==> src/rtl/panel_cmd_arbiter.sv <==
// Round-robin arbiter between the front panel and the serial host for CPU control commands.
// Define HOST_PRIORITY_EN to make the host win every tie instead of alternating.
module panel_cmd_arbiter #(
    parameter int unsigned HOLDOFF = 16
) (
    input  logic        clk,
    input  logic        rst_n,
    input  logic        p_req,
    input  logic [3:0]  p_cmd,
    input  logic [15:0] p_val,
    output logic        p_ack,
    output logic        p_nack,
    input  logic        h_req,
    input  logic [3:0]  h_cmd,
    input  logic [15:0] h_val,
    output logic        h_ack,
    output logic        h_nack,
    input  logic        stopped,
    output logic [11:0] strobe,
    output logic [15:0] user_input,
    output logic        input_valid,
    output logic        busy,
    output logic        last_host
);

    typedef enum logic [1:0] {S_IDLE, S_ISSUE, S_HOLD} state_t;

    state_t      r_state, w_state_nxt;
    logic [7:0]  r_cnt, w_cnt_nxt;
    logic [3:0]  r_cmd;
    logic [15:0] r_val;
    logic        r_last_host;

    logic        w_grant_host;
    logic        w_legal;
    logic        w_needs_stop;
    logic        w_accept;
    logic [11:0] w_onehot;

`ifdef HOST_PRIORITY_EN
    assign w_grant_host = h_req;
`else
    // On a tie the requester that was not served last takes the grant.
    assign w_grant_host = h_req && (!p_req || !r_last_host);
`endif

    assign w_legal      = (r_cmd >= 4'd1) && (r_cmd <= 4'd12);
    assign w_needs_stop = (r_cmd == 4'd4) || (r_cmd == 4'd6);
    assign w_accept     = w_legal && !(w_needs_stop && !stopped);

    always_comb begin
        w_onehot = '0;
        for (int i = 0; i < 12; i++) w_onehot[i] = (r_cmd == 4'(i + 1));
    end

    // NOTE: every output of this block gets a default before the case so no path leaves it unassigned (no latch).
    always_comb begin
        w_state_nxt = r_state;
        w_cnt_nxt   = r_cnt;
        strobe      = '0;
        input_valid = 1'b0;
        p_ack       = 1'b0;
        p_nack      = 1'b0;
        h_ack       = 1'b0;
        h_nack      = 1'b0;
        case (r_state)
            S_IDLE: begin
                if (p_req || h_req) w_state_nxt = S_ISSUE;
            end
            S_ISSUE: begin
                if (w_accept) begin
                    strobe      = w_onehot;
                    input_valid = 1'b1;
                    p_ack       = !r_last_host;
                    h_ack       = r_last_host;
                    w_state_nxt = S_HOLD;
                    w_cnt_nxt   = 8'(HOLDOFF);
                end else begin
                    p_nack      = !r_last_host;
                    h_nack      = r_last_host;
                    w_state_nxt = S_IDLE;
                end
            end
            S_HOLD: begin
                if (r_cnt <= 8'd1) begin
                    w_state_nxt = S_IDLE;
                    w_cnt_nxt   = 8'd0;
                end else begin
                    w_cnt_nxt   = r_cnt - 8'd1;
                end
            end
            default: w_state_nxt = S_IDLE;
        endcase
    end

    // NOTE: state is updated with non-blocking assignments so every register sees pre-edge values.
    always_ff @(posedge clk) begin
        if (!rst_n) begin
            r_state     <= S_IDLE;
            r_cnt       <= 8'd0;
            r_cmd       <= 4'd0;
            r_val       <= 16'd0;
            r_last_host <= 1'b1;
        end else begin
            r_state <= w_state_nxt;
            r_cnt   <= w_cnt_nxt;
            if (r_state == S_IDLE && (p_req || h_req)) begin
                r_cmd       <= w_grant_host ? h_cmd : p_cmd;
                r_val       <= w_grant_host ? h_val : p_val;
                r_last_host <= w_grant_host;
            end
        end
    end

    assign user_input = r_val;
    assign busy       = (r_state != S_IDLE);
    assign last_host  = r_last_host;

endmodule

==> config.mk <==
export PLATFORM = sky130hd
export DESIGN_NAME = panel_cmd_arbiter
export DESIGN_NICKNAME = d
export VERILOG_FILES = /design/src/rtl/panel_cmd_arbiter.sv
export SDC_FILE = /design/constraint.sdc
export NUM_CORES = 1
export LEC_CHECK = 0
export ABC_AREA = 1
export CAP_MARGIN = 5
export CORE_MARGIN = 5
export CORE_UTILIZATION = 60
export CTS_CLUSTER_SIZE = 24
export DETAILED_ROUTE_END_ITERATION = 12
export DONT_BUFFER_PORTS = 1
export PLACE_DENSITY = 0.88
export SETUP_SLACK_MARGIN = 0.3
export SKIP_LAST_GASP = 1
export SLEW_MARGIN = 15
export SYNTH_ARGS = -nofsm -noshare
export SYNTH_HDL_FRONTEND = slang
export SYNTH_SLANG_ARGS = --single-unit
==> constraint.sdc <==
create_clock -name clk -period 1.7 [get_ports clk]
set_input_delay 0.34 -clock clk [delete_from_list [all_inputs] [get_ports clk]]
set_output_delay 0.34 -clock clk [all_outputs]
set_load 0.01 [all_outputs]
Word-level counts from Yosys, hierarchy flattened
Cells that the tools add are included.
{"block": "totals", "register_bits": 31, "in_bits": 45, "output_inout_bits": 35, "word_cells": 64}
{"block": "classes", "addsub": 1, "order_cmp": 3, "eq_ne": 17, "n_mux": 21, "reduce_logical": 17}
{"operator": "12-bit 2-to-1 mux", "n": 2}
{"operator": "4-bit equality test, second input constant", "n": 5}
{"operator": "4-bit by 3-bit equality test with 1-bit output, second input constant", "n": 4}
{"operator": "16-bit 2-to-1 mux", "n": 1}
{"operator": "8-bit 2-to-1 mux", "n": 2}
{"operator": "8-bit case mux with 2 select lines", "n": 1}
{"operator": "1-bit 2-to-1 mux", "n": 10}
{"operator": "4-bit by 2-bit equality test with 1-bit output, second input constant", "n": 2}
{"operator": "8-bit by 1-bit less-or-equal comparator with 1-bit output, second input constant", "n": 1}
{"operator": "8-bit by 1-bit subtractor with 8-bit output, second input constant", "n": 1}
{"operator": "2-bit 2-to-1 mux", "n": 3}
{"operator": "2-bit != test, second input constant", "n": 3}
{"operator": "2-bit case mux with 3 select lines", "n": 1}
{"operator": "1-bit logical AND", "n": 5}
{"operator": "4-bit by 1-bit equality test with 1-bit output, second input constant", "n": 1}
{"operator": "4-bit by 1-bit greater-or-equal comparator with 1-bit output, second input constant", "n": 1}
{"operator": "4-bit less-or-equal comparator, second input constant", "n": 1}
{"operator": "1-bit logical NOT", "n": 4}
{"operator": "4-bit 2-to-1 mux", "n": 1}
{"operator": "2-bit AND reduction", "n": 2}
{"operator": "2-bit nonzero test", "n": 2}
{"operator": "1-bit logical OR", "n": 3}
{"operator": "2-bit by 1-bit equality test with 1-bit output, second input constant", "n": 1}
{"operator": "2-bit equality test, second input constant", "n": 1}
{"operator": "2-bit logical NOT", "n": 1}

Longest topological paths before layout
Gate-level depths: netlist of run 1.
{"block": "depth", "ltp_word": 7, "ltp_mapped": 8, "mapped_depth_nobuf": 8}

Worst setup path before layout of run 1
Ideal clock, no wire load.
{"block": "synth_path", "kind": "reg-to-output", "startpoint": "reg r_cmd[2]", "endpoint": "out strobe[11]", "arrival_time_ps": 1113, "t_required_ps": 1360, "path_slack_ps": 247, "path_stages_with_launch": 8, "path_buffers": 1, "cell_sequence": "dfxtp_1 inv_2 nor2_1 nand2_1 nand3_1 nand2_2 buf_6 nor3_1"}
{"block": "synth_between", "elab_chain_cells": 7, "elab_cells_between_ends": 12, "classes_between": "2 x order compare; 3 x eq/ne; 2 x mux; 5 x reduce/logical"}
{"element": "start, declared", "line": "30", "source": "logic [3:0] r_cmd;"}
{"element": "start signal, assigned", "line": "108", "source": "r_cmd <= w_grant_host ? h_cmd : p_cmd;"}
{"element": "parallel branches: the longest is 5 deep, another holds 4-bit by 1-bit greater-or-equal comparator with 1-bit output"}
{"element": "12-bit 2-to-1 mux (*)", "line": "71", "source": "if (w_accept) begin"}
{"element": "12-bit 2-to-1 mux (*)", "line": "66", "source": "case (r_state)"}
{"element": "end, declared", "line": "19", "source": "output logic [11:0] strobe,"}
Every way passes the cells marked *.

Worst setup path after layout of run 1
{"block": "layout_path", "startpoint": "reg r_cmd[0]", "endpoint": "out p_nack"}
{"block": "layout_between", "elab_chain_cells": 7, "elab_cells_between_ends": 11, "classes_between": "2 x order compare; 2 x eq/ne; 2 x mux; 5 x reduce/logical"}
{"element": "parallel branches: the longest is 4 deep, another holds 4-bit by 1-bit greater-or-equal comparator with 1-bit output"}
{"element": "1-bit logical AND (*)", "line": "49", "source": "assign w_accept = w_legal && !(w_needs_stop && !stopped);"}
{"element": "1-bit 2-to-1 mux (*)", "line": "71"}
{"element": "1-bit 2-to-1 mux (*)", "line": "66"}
{"element": "end, declared", "line": "12", "source": "output logic p_nack,"}
Marks and branches as above.

==> results of run 1 <==
==> metal layers <==
layer	GRT usage, %	vias up	wire (microns)
met5	0	-	0
met4	19.4	0	533
met3	9.92	69	1100
met2	52.3	237	3230
met1	36.4	937	2450
li1	-	865	-
==> Yosys cell counts <==
master | n | area (sq um)
nor3_1 | 2 | 10.0
nand3_1 | 15 | 75.1
o21ai_0 | 5 | 25.0
a21oi_1 | 9 | 45.0
nor2_4 | 1 | 11.3
nand4_1 | 3 | 18.8
ha_1 | 2 | 25.0
nand2_1 | 67 | 251
inv_2 | 4 | 15.0
o21a_1 | 1 | 7.51
clkbuf_1 | 5 | 18.8
buf_2 | 4 | 20.0
a31oi_1 | 21 | 131
dfxtp_1 | 31 | 621
inv_1 | 16 | 60.1
or2_4 | 1 | 8.76
xor2_1 | 3 | 26.3
nand2_2 | 1 | 6.26
o21ai_1 | 18 | 90.1
nor2_1 | 30 | 113
buf_6 | 3 | 33.8
==> worst paths after layout <==
path | startpoint | to | slack, ns | depth (start not counted)
setup / recovery | r_cmd[0] | p_nack | -0.19 | 7
hold / removal | rst_n | r_cmd[1] | 0.12 | 2
setup reg to reg | r_cmd[0] | r_cnt[2] | 0.06 | 11
hold reg to reg | r_cnt[7] | r_cnt[7] | 0.49 | 2
==> power groups by stage <==
| stage | sequential, mW | clock, mW | combinational [mW] |
|---|---|---|---|
| 3_5_place_dp | 0.907 | 0 | 0.406 |
| 5_1_grt | 0.921 | 0.455 | 0.860 |
| 2_1_floorplan | 0.895 | 0 | 0.344 |
| 3_3_place_gp | 0.906 | 0 | 0.392 |
| 4_1_cts | 0.899 | 0.420 | 0.558 |
| 6_report | 0.916 | 0.427 | 0.806 |
==> layout make-up <==
type                       count  area (sq um)
multi-input combinational    179          1160
sequential                    31           632
timing repair buffer          35           302
fill                         116           241
inverter                      20          91.3
clock buffer                   6          41.3
tap                           30          37.5
clock inverter                 2          12.5
==> layout by cell type, fill, tap and decap left out, types with 2 or more instances in the layout <==
cell / count
o21ai_1: 18
clkbuf_4: 5
inv_2: 3
nor2_4: 16
dfxtp_1: 24
nor2_2: 4
o21ai_0: 5
nand2_2: 3
nand3_4: 4
clkinvlp_4: 2
buf_4: 28
a31oi_1: 21
nand2_4: 6
buf_6: 5
dfxtp_2: 6
nand4_1: 3
inv_1: 12
inv_4: 3
nor2_1: 11
nand3_2: 5
a21oi_2: 8
nand3_1: 6
xor2_1: 3
nand2_1: 58
==> worst register-to-register path: stages, from the launching register on <==
cell,delay (ns)
dfxtp_2,0.37
inv_4,0.11
nand2_4,0.07
nand2_4,0.10
nand3_4,0.09
nand2_4,0.10
buf_8,0.12
buf_4,0.11
buf_6,0.10
buf_6,0.14
nand3_1,0.09
a21oi_2,0.16
==> metrics by stage <==
step	instance area [sq um]	worst slack (ns)	TNS [ns]	util, %	hold WS (ns)
after floorplan	1620	0.280	0	-	0.470
after global placement	1640	0.211	0	64.8	0.464
after detailed placement	1640	0.166	0	64.8	0.468
after CTS	1990	-0.0499	-0.184	78.8	0.115
after global routing	2280	-0.292	-3.15	90.4	0.115
final	2280	-0.186	-1.98	90.4	0.122
==> kinds of logic (layout without fill, tap and decap cells) <==
family / after synthesis / after routing / synth area share [%]
adder cells (fa/ha/maj): 2 / 2 / 1.55
AND/OR/NAND/NOR: 120 / 120 / 30.6
AO/OA/AOI/OAI: 54 / 54 / 18.5
XOR/XNOR: 3 / 3 / 1.63
flip-flops: 31 / 31 / 38.5
buffers and inverters: 32 / 63 / 9.15
==> registers in the layout, indices dropped and copies added (netlist names) <==
name        count
user_input     16
r_cnt           8
r_cmd           4
r_state         2
last_host       1
==> what timing repair did <==
item                       CTS  global route
resized for setup           58            45
hold buffers                 0             0
setup endpoints to repair   32            33
setup buffers               12            16
pin swaps                    9            22
==> key figures, run 1 <==
Yosys
  • Post-Syn Nets: 289
  • Mapped Cells: 242
  • Synth cell types: 21
  • Number of synthesis warnings: 0
  • Mapped Area: 0.00161 sq mm
  • Avg Cell Area, Syn: 6.66 sq um
  • Post-synthesis sequential area ratio: 38.5%
  • FF+latch count, synth: 31

Timing
  • Final Skew: 0.0207 ns
  • Rel. slew slack: 72.2%
  • Final setup fails: 16
  • Unrepaired setup endpoints after global routing: yes
  • Minimum clock period: 1.89 ns
  • Worst slew pin tran: 0.417 ns
  • Final worst slack: -0.186 ns
  • Slew Limit Fails: 0
  • Final Hold Fails: 0
  • Achievable frequency: 0.530 GHz
  • Final worst-path cycle share: 111%

Setup path
  • Slowest stage delay, CP: 0.37 ns
  • CP Capture Type: output port
  • CP top delay family: simple AND/OR/NAND/NOR gates
  • Critical Path RT: 1.36 ns
  • Cell Chain, Critical Path: inv_4 -> nand2_4 -> nand2_4 -> buf_4 -> buf_4 -> nand4_1 -> nor2_2
  • Worst Path Buf+Inv: 3
  • Worst setup path category: reg -> out
  • Data arrival, critical path: 1.55 ns
  • CP max stage cell: dfxtp_2
  • Crit Path Max Fanout: 4
  • Crit start category: register

Detailed routing
  • DR vias: 2108
  • Routed wire length per instance: 24.2 microns
  • TritonRoute pass-1 iters: 5
  • Vias per inst: 6.96
  • 1st-iter DRT viols: 312
  • DR DRC count: 0
  • Final ANT Viol Nets: 0
  • Total wire length: 7.32 mm

Clock tree
  • CTS clock-pin slew for the worst setup and hold paths: 0.12 ns
  • CTS Buffer Depth: 2
  • CTS root buf: clkbuf_4
  • CTS buffer count: 5
  • H-tree depth: 2
  • Clock Latency Late Sink: 0.35 ns
  • TritonCTS clock tree: built
  • Clock sink total: 31

Power
  • Leak pwr: 0.938 nW
  • Reg power frac: 42.6%
  • Switch share: 40.5%
  • Power Total: 2.15 mW
  • VDD IR max: 0.823 mV
  • Clk network pwr share: 19.9%
  • Pint: 1.28 mW
  • Logic pwr share: 37.5%
  • Psw: 0.871 mW
  • PD cells: 942 mW/mm^2

Place
  • DP Cell Count: 267
  • Final GP Congestion: 0.873
  • Dpl hpwl: 2.98 mm
  • PortBufs: 0

Floorplanning
  • Die span in y: 61.8 microns
  • # rows: 18
  • Starting density of the core: 63.9%
  • Die ar.: 0.00382 sq mm
  • Die width: 61.8 microns
  • Core ar.: 0.00252 sq mm
  • Ports: 80

Flow run
  • Max_cap viols: 0

Global route
  • Vias in the first global route: 1730
  • All-Layer GR Usage: 32.0%
  • Initial antenna violation count: 0
  • Largest net degree at the start of global routing: 25
  • Total grt overflow: 0
  • Global-route wire length before repair: 8.65 mm

Finish
  • Non-Filler Instances: 303
  • Layout cells sized above 1: 39.6%
  • N_diodes: 0
  • Nets: 319
  • Area grow syn2layout: 41.4%

Status
  • Failing checks: negative setup slack
  • Status: finished with violations

Hold path
  • Worst hold path type: in -> reg
No activity file was read; power rests on OpenSTA's default activity.
==> run 2: changes to the inputs <==
- CORE_UTILIZATION: 60 -> 50
- PLACE_DENSITY: 0.88 -> 0.77
- clock period: 1.7 -> 1.8 ns (I/O delays scaled with it)
==> run 2 against run 1 <==
Against the previous run:
- the flow still finishes with violations (negative setup slack)
- non-clock buffer count fell by 17
- core utilization fell by 23 points
- routed wire length fell by 35%
- final area fell by 9.3%
- register-to-register slack improved by 0.26 ns
- clock power rose by 59%
- cell count fell by 0.99%
- clock skew fell by 0.010 ns
- sequential power fell by 6.1%
- clock-buffer cell count did not move
- hold slack improved by 0.032 ns
- critical path type unchanged
- largest cell class unchanged
==> key figures, run 2 (same netlist as run 1, synthesis figures left out) <==
Detailed routing
  • 1st-iter DRT viols: 142
  • Vias per inst: 5.64
  • DR DRC count: 0
  • DR vias: 1691
  • Total wire length: 4.72 mm
  • Routed wire length per instance: 15.7 microns
  • Final ANT Viol Nets: 0
  • TritonRoute pass-1 iters: 4

Setup path
  • Critical Path RT: 1.44 ns
  • Reg2Reg Depth: 10
  • Crit Path Max Fanout: 5
  • Reg-to-reg endpoint: r_cnt[4]
  • Worst setup path category: reg -> out
  • Reg2reg setup slack: 0.32 ns
  • Crit start category: register
  • Setup crit start: r_cmd[3]
  • Data arrival, critical path: 1.47 ns
  • CP Capture Type: output port
  • Reg-to-reg startpoint: r_cmd[3]
  • Crit path to: strobe[11]

Timing
  • Unrepaired setup endpoints after global routing: yes
  • Minimum clock period: 1.83 ns
  • Final Skew: 0.0103 ns
  • Rel. slew slack: 70.9%
  • Final Hold Fails: 0
  • Final worst slack: -0.0274 ns
  • Achievable frequency: 0.547 GHz
  • Final setup fails: 1
  • Worst slew pin tran: 0.433 ns
  • Final Hold Slack: 0.154 ns
  • Final worst-path cycle share: 102%
  • Slew Limit Fails: 0

Place
  • Area post-placement: 0.00163 sq mm
  • Final GP Congestion: 0.808
  • PortBufs: 0
  • DP Worst Slack: 0.150 ns
  • Dpl hpwl: 2.97 mm

Clock tree
  • Clock Latency Late Sink: 0.33 ns
  • CTS clock-pin slew for the worst setup and hold paths: 0.10 ns
  • H-tree depth: 2
  • CTS Buffer Depth: 2
  • Clock sink total: 31
  • CTS root buf: clkbuf_4
  • TritonCTS clock tree: built
  • Hold_buf cts: 0
  • CTS buffer count: 5

Floorplanning
  • Die ar.: 0.00446 sq mm
  • Ports: 80
  • Starting density of the core: 52.4%
  • # rows: 20
  • Core ar.: 0.00308 sq mm
  • Die span in y: 66.8 microns
  • Die width: 66.8 microns

Global route
  • Vias in the first global route: 1540
  • M3 GR Usage: 8.77%
  • Largest net degree at the start of global routing: 25
  • Global-route wire length before repair: 7.29 mm
  • All-Layer GR Usage: 21.6%
  • Initial antenna violation count: 0
  • GRT met1 Usage: 24.7%
  • GR peak layer: met2
  • Total grt overflow: 0
  • M2 GR Usage: 35.5%

Finish
  • Commonest non-fill, non-tap cells in the layout: 60 x nand2_1, 24 x dfxtp_1, 21 x a31oi_1
  • Area grow syn2layout: 28.2%
  • Layout filler cell count: 250
  • Nets: 302
  • N_diodes: 0
  • Max reg flops: 16
  • Layout cells sized above 1: 27.0%
  • Commonest non-fill, non-tap cell in the layout: nand2_1
  • Design Area, Final: 0.00207 sq mm

Power
  • Clk network pwr share: 32.4%
  • Leak pwr: 0.832 nW
  • VDD IR max: 0.668 mV
  • Psw: 0.689 mW
  • Pint: 1.40 mW
  • PD cells: 1010 mW/mm^2
  • Reg power frac: 41.1%
  • Logic pwr share: 26.5%
  • Switch share: 33.0%

Hold path
  • Worst hold stages: 2
  • Worst hold path type: in -> reg

Status
  • Status: finished with violations
  • Failing checks: negative setup slack

Flow run
  • Max_cap viols: 0
[run 2: layout make-up]
type                            instances  area (sq um)  area share (%)
Clock inverter                          2          60.1            2.90
Tap cell                               44          55.1            2.66
Multi-Input combinational cell        179          1050            50.6
Sequential cell                        31           632            30.6
Inverter                               20          93.8            4.54
Timing Repair Buffer                   18           139            6.72
Clock buffer                            6          41.3            2.00
[run 2: routing by layer]
metal,vias to the layer above,part of all wire [%]
met3,12,9.1
met1,763,39
met5,-,0
li1,832,-
met2,84,50
met4,0,2.8
[run 2: worst max-delay path, stage by stage (launching register included)]
cell	delay, ns
dfxtp_4	0.39
nor2_4	0.12
nand2_2	0.08
nand3_2	0.09
nand2_4	0.09
nor3_1	0.36
[run 2: worst min path at each step]
stage,from,end,slack [ns]
after floorplan,r_cnt[1],r_cnt[1],0.47
after global placement,rst_n,r_state[1],0.48
after detailed placement,rst_n,r_state[1],0.48
after CTS,rst_n,r_cnt[4],0.14
after global routing,rst_n,user_input[14],0.13
final,rst_n,r_cnt[4],0.15
[run 2: power by group through the flow]
stage                     combinational [mW]  sequential (mW)  clock (mW)
after global routing                   0.612            0.868       0.724
final                                  0.555            0.860       0.677
after CTS                              0.489            0.854       0.684
after floorplan                        0.323            0.845           0
after global placement                 0.361            0.863           0
after detailed placement               0.368            0.864           0
[run 2: stage by stage]
| stage | cells | power, mW | setup TNS (ns) | util, % |
|---|---|---|---|---|
| after floorplan | 242 | 1.17 | 0 | - |
| after global routing | 300 | 2.20 | -0.801 | 67.2 |
| after detailed placement | 279 | 1.23 | 0 | 53.0 |
| after global placement | 279 | 1.22 | 0 | 53.0 |
| after CTS | 296 | 2.03 | 0 | 64.6 |
| final | 300 | 2.09 | -0.0274 | 67.2 |
[run 2: timing repair]
action / CTS / global route
pin swaps: 5 / 12
gates resized for setup: 51 / 16
endpoints found under the setup margin: 20 / 35
setup buffers: 9 / 4
